### config.mk
export PLATFORM = sky130hd
export DESIGN_NAME = mult_div_unit_flat
export DESIGN_NICKNAME = d
export VERILOG_FILES = /design/src/rtl/mult_div_unit_if.sv /design/src/rtl/mult_div_unit.sv /design/src/flat_wrapper.sv
export SDC_FILE = /design/constraint.sdc
export NUM_CORES = 1
export LEC_CHECK = 0
export CAP_MARGIN = 20
export CORE_ASPECT_RATIO = 0.7
export CORE_MARGIN = 2
export CORE_UTILIZATION = 50
export CTS_BUF_LIST = sky130_fd_sc_hd__clkbuf_4 sky130_fd_sc_hd__clkbuf_8 sky130_fd_sc_hd__clkbuf_16
export DETAILED_ROUTE_END_ITERATION = 10
export PLACE_DENSITY = 0.84
export SLEW_MARGIN = 20
export SYNTH_ARGS = -nofsm -noshare
export SYNTH_HDL_FRONTEND = slang
export SYNTH_SLANG_ARGS = --single-unit
### constraint.sdc
create_clock -name Clk -period 3.1 [get_ports Clk]
set_input_delay 0.465 -clock Clk [delete_from_list [all_inputs] [get_ports Clk]]
set_output_delay 0.465 -clock Clk [all_outputs]
set_load 0.01 [all_outputs]
### src/rtl/mult_div_unit_if.sv
// mult_div_unit_if: command, operand and HI/LO result bundle of mult_div_unit.
interface mult_div_unit_if #(
    parameter int WIDTH = 32
) ();
    logic             Start;
    logic [1:0]       Op;
    logic [WIDTH-1:0] A_Data;
    logic [WIDTH-1:0] B_Data;
    logic             Hi_Write;
    logic             Lo_Write;
    logic [WIDTH-1:0] C_Data;
    logic             Busy;
    logic             Done;
    logic             Div_Zero;
    logic [WIDTH-1:0] Hi;
    logic [WIDTH-1:0] Lo;

    modport master (
        output Start, Op, A_Data, B_Data, Hi_Write, Lo_Write, C_Data,
        input  Busy, Done, Div_Zero, Hi, Lo
    );

    modport slave (
        input  Start, Op, A_Data, B_Data, Hi_Write, Lo_Write, C_Data,
        output Busy, Done, Div_Zero, Hi, Lo
    );
endinterface

### src/rtl/mult_div_unit.sv
// mult_div_unit: sequential MULT/MULTU/DIV/DIVU unit holding its result in HI/LO.
// Optional divider: define MDU_DIV_EN to build the restoring divider; without it
// DIV/DIVU complete one cycle after Start and leave Hi/Lo untouched.
module mult_div_unit #(
    parameter int WIDTH = 32
) (
    input  logic           Clk,
    input  logic           Reset_n,
    mult_div_unit_if.slave bus
);
    typedef enum logic [1:0] {IDLE, CALC, FIX} state_t;
    localparam int CW = $clog2(WIDTH);

    state_t             state;
    logic [CW-1:0]      cnt;
    logic [2*WIDTH-1:0] acc;
    logic [2*WIDTH-1:0] step;
    logic [2*WIDTH-1:0] prod;
    logic [WIDTH-1:0]   opb;
    logic [WIDTH:0]     sum;
    logic               neg_lo;
    logic               skip_q;
    logic               dz_q;
    logic               sgn;
    logic               a_neg;
    logic               b_neg;
    logic               start_skip;
    logic               start_dz;
    logic [WIDTH-1:0]   a_mag;
    logic [WIDTH-1:0]   b_mag;
`ifdef MDU_DIV_EN
    logic               div_q;
    logic               neg_hi;
    logic [WIDTH:0]     trial;
    logic [WIDTH-1:0]   quo;
    logic [WIDTH-1:0]   rem;
`endif

    // Operand conditioning at Start: magnitudes for signed ops and the early-exit decision.
    always_comb begin
        sgn        = ~bus.Op[0];
        a_neg      = sgn & bus.A_Data[WIDTH-1];
        b_neg      = sgn & bus.B_Data[WIDTH-1];
        a_mag      = a_neg ? -bus.A_Data : bus.A_Data;
        b_mag      = b_neg ? -bus.B_Data : bus.B_Data;
`ifdef MDU_DIV_EN
        start_dz   = bus.Op[1] & (bus.B_Data == '0);
        start_skip = start_dz;
`else
        start_dz   = 1'b0;
        start_skip = bus.Op[1];
`endif
    end

    // One radix-2 step of the accumulator plus the sign-corrected final results.
    always_comb begin
        sum   = {1'b0, acc[2*WIDTH-1:WIDTH]} + (acc[0] ? {1'b0, opb} : '0);
`ifdef MDU_DIV_EN
        trial = {acc[2*WIDTH-1:WIDTH], acc[WIDTH-1]} - {1'b0, opb};
        step  = div_q ? (trial[WIDTH] ? {acc[2*WIDTH-2:0], 1'b0}
                                      : {trial[WIDTH-1:0], acc[WIDTH-2:0], 1'b1})
                      : {sum, acc[WIDTH-1:1]};
        quo   = neg_lo ? -acc[WIDTH-1:0] : acc[WIDTH-1:0];
        rem   = neg_hi ? -acc[2*WIDTH-1:WIDTH] : acc[2*WIDTH-1:WIDTH];
`else
        step  = {sum, acc[WIDTH-1:1]};
`endif
        prod  = neg_lo ? -acc : acc;
    end

    // Control FSM: accept in IDLE, iterate WIDTH steps in CALC, commit and pulse Done in FIX.
    always_ff @(posedge Clk or negedge Reset_n) begin
        if (!Reset_n) begin
            state        <= IDLE;
            cnt          <= '0;
            acc          <= '0;
            opb          <= '0;
            neg_lo       <= 1'b0;
            skip_q       <= 1'b0;
            dz_q         <= 1'b0;
`ifdef MDU_DIV_EN
            div_q        <= 1'b0;
            neg_hi       <= 1'b0;
`endif
            bus.Busy     <= 1'b0;
            bus.Done     <= 1'b0;
            bus.Div_Zero <= 1'b0;
            bus.Hi       <= '0;
            bus.Lo       <= '0;
        end else begin
            bus.Done     <= 1'b0;
            bus.Div_Zero <= 1'b0;
            case (state)
                IDLE: begin
                    if (bus.Hi_Write) bus.Hi <= bus.C_Data;
                    if (bus.Lo_Write) bus.Lo <= bus.C_Data;
                    if (bus.Start) begin
                        bus.Busy <= 1'b1;
                        cnt      <= '0;
                        acc      <= {{WIDTH{1'b0}}, a_mag};
                        opb      <= b_mag;
                        neg_lo   <= a_neg ^ b_neg;
                        skip_q   <= start_skip;
                        dz_q     <= start_dz;
`ifdef MDU_DIV_EN
                        div_q    <= bus.Op[1];
                        neg_hi   <= a_neg;
`endif
                        state    <= start_skip ? FIX : CALC;
                    end
                end
                CALC: begin
                    acc <= step;
                    cnt <= cnt + 1'b1;
                    if (cnt == CW'(WIDTH - 1)) state <= FIX;
                end
                FIX: begin
                    bus.Busy     <= 1'b0;
                    bus.Done     <= 1'b1;
                    bus.Div_Zero <= dz_q;
`ifdef MDU_DIV_EN
                    if (!skip_q) {bus.Hi, bus.Lo} <= div_q ? {rem, quo} : prod;
`else
                    if (!skip_q) {bus.Hi, bus.Lo} <= prod;
`endif
                    state <= IDLE;
                end
                default: state <= IDLE;
            endcase
        end
    end
endmodule

### src/flat_wrapper.sv
// flat-port wrapper written by rule: the top's interface ports become plain ports
module mult_div_unit_flat 
#(
    parameter int WIDTH = 32
)
  (Clk, Reset_n, bus_Start, bus_Op, bus_A_Data, bus_B_Data, bus_Hi_Write, bus_Lo_Write, bus_C_Data, bus_Busy, bus_Done, bus_Div_Zero, bus_Hi, bus_Lo);
  mult_div_unit_if #(.WIDTH(WIDTH)) bus_i ();
  input  logic Clk;
  input  logic Reset_n;
  input wire logic [$bits(bus_i.Start)-1:0] bus_Start;
  input wire logic [$bits(bus_i.Op)-1:0] bus_Op;
  input wire logic [$bits(bus_i.A_Data)-1:0] bus_A_Data;
  input wire logic [$bits(bus_i.B_Data)-1:0] bus_B_Data;
  input wire logic [$bits(bus_i.Hi_Write)-1:0] bus_Hi_Write;
  input wire logic [$bits(bus_i.Lo_Write)-1:0] bus_Lo_Write;
  input wire logic [$bits(bus_i.C_Data)-1:0] bus_C_Data;
  output wire logic [$bits(bus_i.Busy)-1:0] bus_Busy;
  output wire logic [$bits(bus_i.Done)-1:0] bus_Done;
  output wire logic [$bits(bus_i.Div_Zero)-1:0] bus_Div_Zero;
  output wire logic [$bits(bus_i.Hi)-1:0] bus_Hi;
  output wire logic [$bits(bus_i.Lo)-1:0] bus_Lo;
  assign bus_i.Start = bus_Start;
  assign bus_i.Op = bus_Op;
  assign bus_i.A_Data = bus_A_Data;
  assign bus_i.B_Data = bus_B_Data;
  assign bus_i.Hi_Write = bus_Hi_Write;
  assign bus_i.Lo_Write = bus_Lo_Write;
  assign bus_i.C_Data = bus_C_Data;
  assign bus_Busy = bus_i.Busy;
  assign bus_Done = bus_i.Done;
  assign bus_Div_Zero = bus_i.Div_Zero;
  assign bus_Hi = bus_i.Hi;
  assign bus_Lo = bus_i.Lo;
  mult_div_unit #(.WIDTH(WIDTH)) u_core (.Clk(Clk), .Reset_n(Reset_n), .bus(bus_i));
endmodule
==> results.tsv, run 1 <==
stage	metric	value	unit
logic_synthesis	Ys Warns	0	
finish	commonest non-fill, non-tap cell in the layout	nand2_1	
cts	Root Buffer	clkbuf_16	
logic_synthesis	xor/xnor share of the synthesized area	10.7	%
critical_path	Worst Setup Path Type	reg2reg	
die	chip height	131	um
cts	hold-fix buffers at CTS	0	
logic_synthesis	post-synthesis adder-cell area fraction	4.17	%
timing	final setup violation count	0	
cts	clk buf depth	2	
logic_synthesis	Post-Syn Nets	1523	
logic_synthesis	simple-gate share of the synthesized area	20.7	%
logic_synthesis	mapped cell area	11600	sq um
die	Die X-Extent	186	um
logic_synthesis	most area-consuming cells after synthesis	dfrtp_1 37%, o21ai_0 7.0%, xor2_1 6.3%	
placed_design	Port Buffer Count	168	
cts	H-tree levels	4	
cts	worst skew pair latency	0.43	ns
pwr	P_leak	5.85	nW
timing	crit share post-route	92.9	%
cts	Reg clk slew, reported paths	0.07	ns
die	FP Rows	46	
logic_synthesis	count of flip-flops with a built-in enable after synthesis	0	
logic_synthesis	post-synthesis cell count	1382	
routing	WL final	37300	um
routing	via count	11496	
grt	antenna violations before repair	1	
die	starting density of the core	51.1	%
routing	DR WL/cell	20.1	um
critical_path	crit-path max FO	31	
timing	Final Hold Fails	0	
routing	initial DRC count	1333	
logic_synthesis	largest family of logic cells by synthesized area	compound AO/OA/AOI/OAI gates	
pwr	total power	14.3	mW
logic_synthesis	post-synthesis mux area share	0.540	%
timing	Rel. slew slack	53.5	%
timing	fmax	347	MHz
hold_path	worst hold path class	in2async	
critical_path	CP startpoint kind	flip-flop	
cts	Num CTS Buffers	17	
finish	# nets final	1672	
grt	total track usage	30.7	%
logic_synthesis	top cell type by total area after synthesis	dfrtp_1	
routing	DRC	0	
grt	first-pass GRT wire length	58300	um
finish	most frequent cells in the layout	180 x nand2_1, 171 x dfrtp_1, 167 x clkdlybuf4s50_1, 161 x o21ai_0, 116 x nor2_1	
critical_path	crit end category	flip-flop	
grt	total gr overflow	0	
routing	DR vias/cell	6.20	
critical_path	WP data required	3.43	ns
critical_path	worst-case reg-to-reg path depth	11	
critical_path	CP arrival	3.21	ns
cts	CTS tree	yes	
logic_synthesis	Seq cells post-synth	171	
timing	setup TNS	0	ns
timing	Worst-Margin Slew	0.698	ns
logic_synthesis	post-synthesis sequential area ratio	36.9	%
pwr	Peak VDD IR	0.000614	V
run	Max Cap Violations	0	
grt	vias in the first global route	10489	
die	die footprint	24400	sq um
logic_synthesis	Compound-Gate Fraction of Synth Area	23.0	%
routing	ANT nets after route	0	
timing	Max Clock Skew	0.0107	ns
logic_synthesis	share of the synthesized area in the top cell type	36.9	%
timing	min Tclk post-route	2.88	ns
timing	Final Slew Violations	0	
cts	Post-CTS Setup Bufs	0	
status	status	finished, final reports clean	
finish	layout cells sized above 1	7.13	%
pwr	power per standard cell area	1000	nW/um^2
logic_synthesis	ys async rst share	100	%
die	Ports	170	
grt	largest net degree at the start of global routing	67	
die	CORE AREA	22700	sq um
placed_design	routability-driven placement congestion ratio	0.963	
finish	fillers	1879	
critical_path	RR Startpoint	u_core.acc[0]	
critical_path	r2r setup slk	0.22	ns
logic_synthesis	main flop type after synthesis	dfrtp_1	
finish	ANT cells	0	
finish	Layout area overhead	23.5	%
critical_path	worst r2r dst	u_core.acc[63]	
routing	drt pass-1 iters	5	
logic_synthesis	syn_area_per_cell	8.38	sq um
cts	post-CTS sizing	0	
logic_synthesis	distinct cell type count after synthesis	77	
cts	clock sinks	171	
placed_design	HPWL Detailed	28700	um
timing	RSZ-0062 raised after global routing	false	
==> cell type report <==
class / count / area (sq um) / share of cell area, %
Tap cell: 312 / 390 / 2.73
Sequential cell: 171 / 4280 / 29.9
Timing Repair Buffer: 217 / 2110 / 14.8
Clock buffer: 19 / 453 / 3.17
Inverter: 19 / 71.3 / 0.499
Multi-Input combinational cell: 1105 / 6850 / 47.9
Clock inverter: 12 / 139 / 0.971
==> report_power, final <==
part           internal, mW  switching (mW)
registers              3.31            1.35
clock network          1.24           0.961
logic                  3.32            4.15
total                  7.86            6.46
==> Yosys cell counts (18+ instances only) <==
cell type / count
dfrtp_1: 171
clkbuf_1: 75
o31ai_1: 38
nor2_1: 116
nor3_1: 18
inv_1: 19
nand2_1: 181
or3_1: 20
a21oi_1: 97
xnor2_1: 58
nand3_1: 18
o21ai_0: 161
a221oi_1: 18
xor2_1: 83
and2_1: 34
ha_1: 37
==> worst max-delay path: stages (launching register included) <==
cell,delay [ns]
dfrtp_1,0.42
buf_12,0.17
and2_1,0.14
ha_1,0.36
a21oi_1,0.24
buf_4,0.16
o31ai_1,0.07
a31oi_1,0.27
o211ai_1,0.27
nor2_1,0.30
o21ai_0,0.13
a31o_2,0.25
==> registers in the layout, indices dropped and copies added (netlist names) <==
register         flops
u_core.state         2
u_core.bus.Busy      1
u_core.bus.Done      1
u_core.neg_lo        1
u_core.acc          64
u_core.cnt           5
u_core.skip_q        1
u_core.bus.Lo       32
u_core.bus.Hi       32
u_core.opb          32
==> worst max path at each step <==
stage                     slack (ns)            from              to
after floorplan                 0.22   u_core.acc[0]  u_core.acc[43]
after global placement          0.19   bus_A_Data[5]  u_core.acc[27]
after detailed placement        0.17  bus_B_Data[16]  u_core.opb[25]
after CTS                       0.28   u_core.acc[0]  u_core.acc[63]
after global routing            0.04   u_core.acc[0]  u_core.acc[51]
final                           0.22   u_core.acc[0]  u_core.acc[63]
==> cells by family after synthesis <==
family,Yosys count
buffers and inverters,106
other,1
adders and majority gates,38
and+or+nand+nor,490
muxes,6
AOI/OAI and AO/OA,429
xor gates and xnor gates,141
DFF,171
==> stage by stage <==
step	util [%]	instance area (sq um)	instances	setup WS, ns	hold slack (ns)
after floorplan	-	11600	1382	0.219	0.169
after global placement	60.4	13700	1824	0.187	0.456
after detailed placement	60.4	13700	1824	0.174	0.457
after CTS	63.1	14300	1855	0.281	0.0341
after global routing	63.1	14300	1855	0.0446	0.0400
final	63.1	14300	1855	0.220	0.00160
==> layer usage <==
metal	GRT usage [%]	share of wire, %	routed length (um)	up-vias
met5	0	0.019	7	-
met4	8.97	2.5	915	2
met3	6.15	13	4760	67
met2	42.7	40	15000	764
met1	47.6	44	16500	5413
li1	-	-	-	5250
(Power assumes the default switching activity.)
==> inputs of run 2 (changes only) <==
Settings changed: CORE_ASPECT_RATIO 0.7 to default, CORE_UTILIZATION 50 to 55, DONT_BUFFER_PORTS from default to 1, PLACE_DENSITY 0.84 to 0.8.
==> results.tsv, run 2 (same netlist as run 1, synthesis figures left out) <==
stage	metric	value	unit	change
status	status	finished with violations		
status	failing checks	hold timing		
timing	min Tclk post-route	2.86	ns	-0.0223 ns
timing	WHS	-0.283	ns	-0.284 ns
cts	worst skew pair latency	0.44	ns	about the same
critical_path	crit-path max FO	30		-3.2%
pwr	Clk network pwr share	17.6	%	+2.3 points
critical_path	worst setup path startpoint	u_core.acc[0]		
critical_path	crit path to	u_core.acc[58]		
finish	Layout area overhead	7.52	%	
placed_design	HPWL Detailed	25100	um	-12%
routing	initial DRC count	803		-40%
placed_design	Port Buffer Count	0		-100%
die	FP Rows	53		+15%
critical_path	CP startpoint kind	flip-flop		
cts	clock sinks	171		unchanged
timing	Worst-Margin Slew	0.620	ns	-0.0779 ns
timing	crit share post-route	92.2	%	-0.72 points
die	chip height	149	um	+14%
routing	drt pass-1 iters	6		+1
cts	Num CTS Buffers	17		unchanged
timing	final setup violation count	0		unchanged
finish	# nets final	1487		-11%
timing	PnR worst setup slack	0.242	ns	+0.0223 ns
pwr	Peak VDD IR	0.000437	V	-29%
critical_path	Worst Setup Path Type	reg2reg		
critical_path	CP max stage delay	0.39	ns	-0.03 ns
pwr	NetSw	6.02	mW	-6.9%
critical_path	crit end category	flip-flop		
grt	met2 global-route usage	45.0	%	+2.4 points
routing	WL final	33200	um	-11%
routing	DR WL/cell	20.3	um	+1.1%
grt	total track usage	30.1	%	-0.52 points
pwr	Pint	7.05	mW	-10%
hold_path	worst hold path class	in2async		
pwr	switching part of the total power	46.0	%	+0.93 points
critical_path	RR Startpoint	u_core.acc[0]		
pwr	total power	13.1	mW	-8.8%
routing	DRC	0		unchanged
placed_design	routability-driven placement congestion ratio	0.966		+0.37%
cts	Post-CTS Setup Bufs	0		unchanged
timing	Rel. slew slack	58.5	%	+5.0 points
critical_path	CP dominant cell by count	a21oi_1		
critical_path	worst-case reg-to-reg path depth	10		-1
grt	first-pass GRT wire length	52400	um	-10%
grt	met1 Resource Use GR	42.7	%	-4.8 points
critical_path	CP arrival	3.19	ns	-0.02 ns
timing	fmax	350	MHz	+0.78%
cts	Root Buffer	clkbuf_16		
timing	RSZ-0062 raised after global routing	false		
cts	post-CTS sizing	0		unchanged
finish	layout cells sized above 1	6.92	%	-0.21 points
finish	ANT cells	0		unchanged
die	Die X-Extent	149	um	-20%
pwr	P_leak	5.12	nW	-12%
grt	grt met3 use	7.25	%	+1.1 points
grt	antenna violations before repair	1		unchanged
grt	largest net degree at the start of global routing	172		+160%
placed_design	pre-CTS setup slack	0.263	ns	+0.0896 ns
die	Ports	170		unchanged
critical_path	CP Cell Sequence	buf_4, and2_1, ha_1, a21oi_1, nand2_1, a221o_1, o211ai_1, a21oi_1, or3_1, a32o_1		
critical_path	r2r setup slk	0.24	ns	+0.02 ns
critical_path	slowest CP cell	dfrtp_1		
routing	via count	10363		-9.9%
routing	ANT nets after route	0		unchanged
routing	DR vias/cell	6.34		+2.3%
finish	Largest register FFs	64		unchanged
critical_path	WP data required	3.43	ns	about the same
timing	Final Slew Violations	0		unchanged
die	starting density of the core	55.6	%	+4.5 points
timing	setup TNS	0	ns	unchanged
cts	H-tree levels	4		unchanged
critical_path	worst r2r dst	u_core.acc[58]		
finish	most frequent cells in the layout	180 x nand2_1, 171 x dfrtp_1, 161 x o21ai_0, 116 x nor2_1, 96 x a21oi_1		
grt	GRT busiest layer	met2		
cts	CTS tree	yes		
die	die footprint	22200	sq um	-8.9%
timing	Final Hold Fails	171		+171
cts	Reg clk slew, reported paths	0.07	ns	about the same
die	CORE AREA	20800	sq um	-8.2%
pwr	Flop pwr share	36.2	%	+3.7 points
run	Max Cap Violations	0		unchanged
grt	vias in the first global route	9670		-7.8%
finish	Most flops, register	u_core.acc		
pwr	Comb pwr share	46.1	%	-6.0 points
cts	clk buf depth	2		unchanged
finish	commonest non-fill, non-tap cell in the layout	nand2_1		
pwr	power per standard cell area	1050	nW/um^2	+4.8%
timing	Max Clock Skew	0.0112	ns	+0.000530 ns
grt	total gr overflow	0		unchanged
run 2: changes by cell type in the layout (fill, tap and decap cells not counted), moves of 2 or more:
cell	previous run	this run
clkdlybuf4s50_1	167	0
buf_4	44	29
inv_6	3	7
buf_12	5	3
clkbuf_8	2	0
clkinv_2	2	0
clkinv_4	4	2
inv_8	0	2
run 2: final cells by class:
cell class                      count  area (sq um)
Multi-Input combinational cell   1105          6860
Tap cell                          275           344
Sequential cell                   171          4280
Clock buffer                       17           425
Clock inverter                     15           199
Fill cell                        1836          8370
Timing Repair Buffer               32           278
Inverter                           19          71.3
run 2: worst min path at each step:
| stage | from | end | slack (ns) | depth (start not counted) |
|---|---|---|---|---|
| 5_1_grt | Reset_n | u_core.bus.Hi[15] | -0.30 | 0 |
| 3_3_place_gp | Reset_n | u_core.bus.Hi[13] | 0.17 | 0 |
| 4_1_cts | Reset_n | u_core.bus.Hi[28] | -0.29 | 0 |
| 2_1_floorplan | Reset_n | u_core.acc[0] | 0.17 | 0 |
| 3_5_place_dp | Reset_n | u_core.bus.Hi[15] | 0.17 | 0 |
| 6_report | Reset_n | u_core.bus.Hi[15] | -0.28 | 0 |
run 2: through the flow:
stage / utilization, % / cell area [sq um] / instances / hold WS (ns)
after floorplan: - / 11600 / 1382 / 0.169
after global placement: 56.8 / 11800 / 1602 / 0.175
after detailed placement: 56.8 / 11800 / 1602 / 0.173
after CTS: 59.8 / 12400 / 1634 / -0.292
after global routing: 59.8 / 12500 / 1634 / -0.303
final: 59.8 / 12500 / 1634 / -0.283
run 2: worst max-delay path, delay by kind of cell, from the launching register on:
| family | cells | cell delay, ns |
|---|---|---|
| AOI/OAI and AO/OA | 5 | 1.23 |
| and+or+nand+nor | 3 | 0.56 |
| DFF | 1 | 0.39 |
| adders and majority gates | 1 | 0.35 |
| buffers and inverters | 1 | 0.21 |
run 2: layer usage:
| metal | part of all wire (%) | up-vias |
|---|---|---|
| li1 | - | 4892 |
| met1 | 43 | 4883 |
| met2 | 43 | 533 |
| met3 | 10 | 53 |
| met4 | 3.0 | 2 |
| met5 | 0.039 | - |
run 2: power groups by stage:
stage	registers, mW	logic (mW)	clock network (mW)
after floorplan	4.25	4.60	0
after global placement	4.66	5.74	0
after detailed placement	4.72	5.90	0
after CTS	4.68	5.95	2.33
after global routing	4.85	6.75	2.44
final	4.73	6.03	2.30
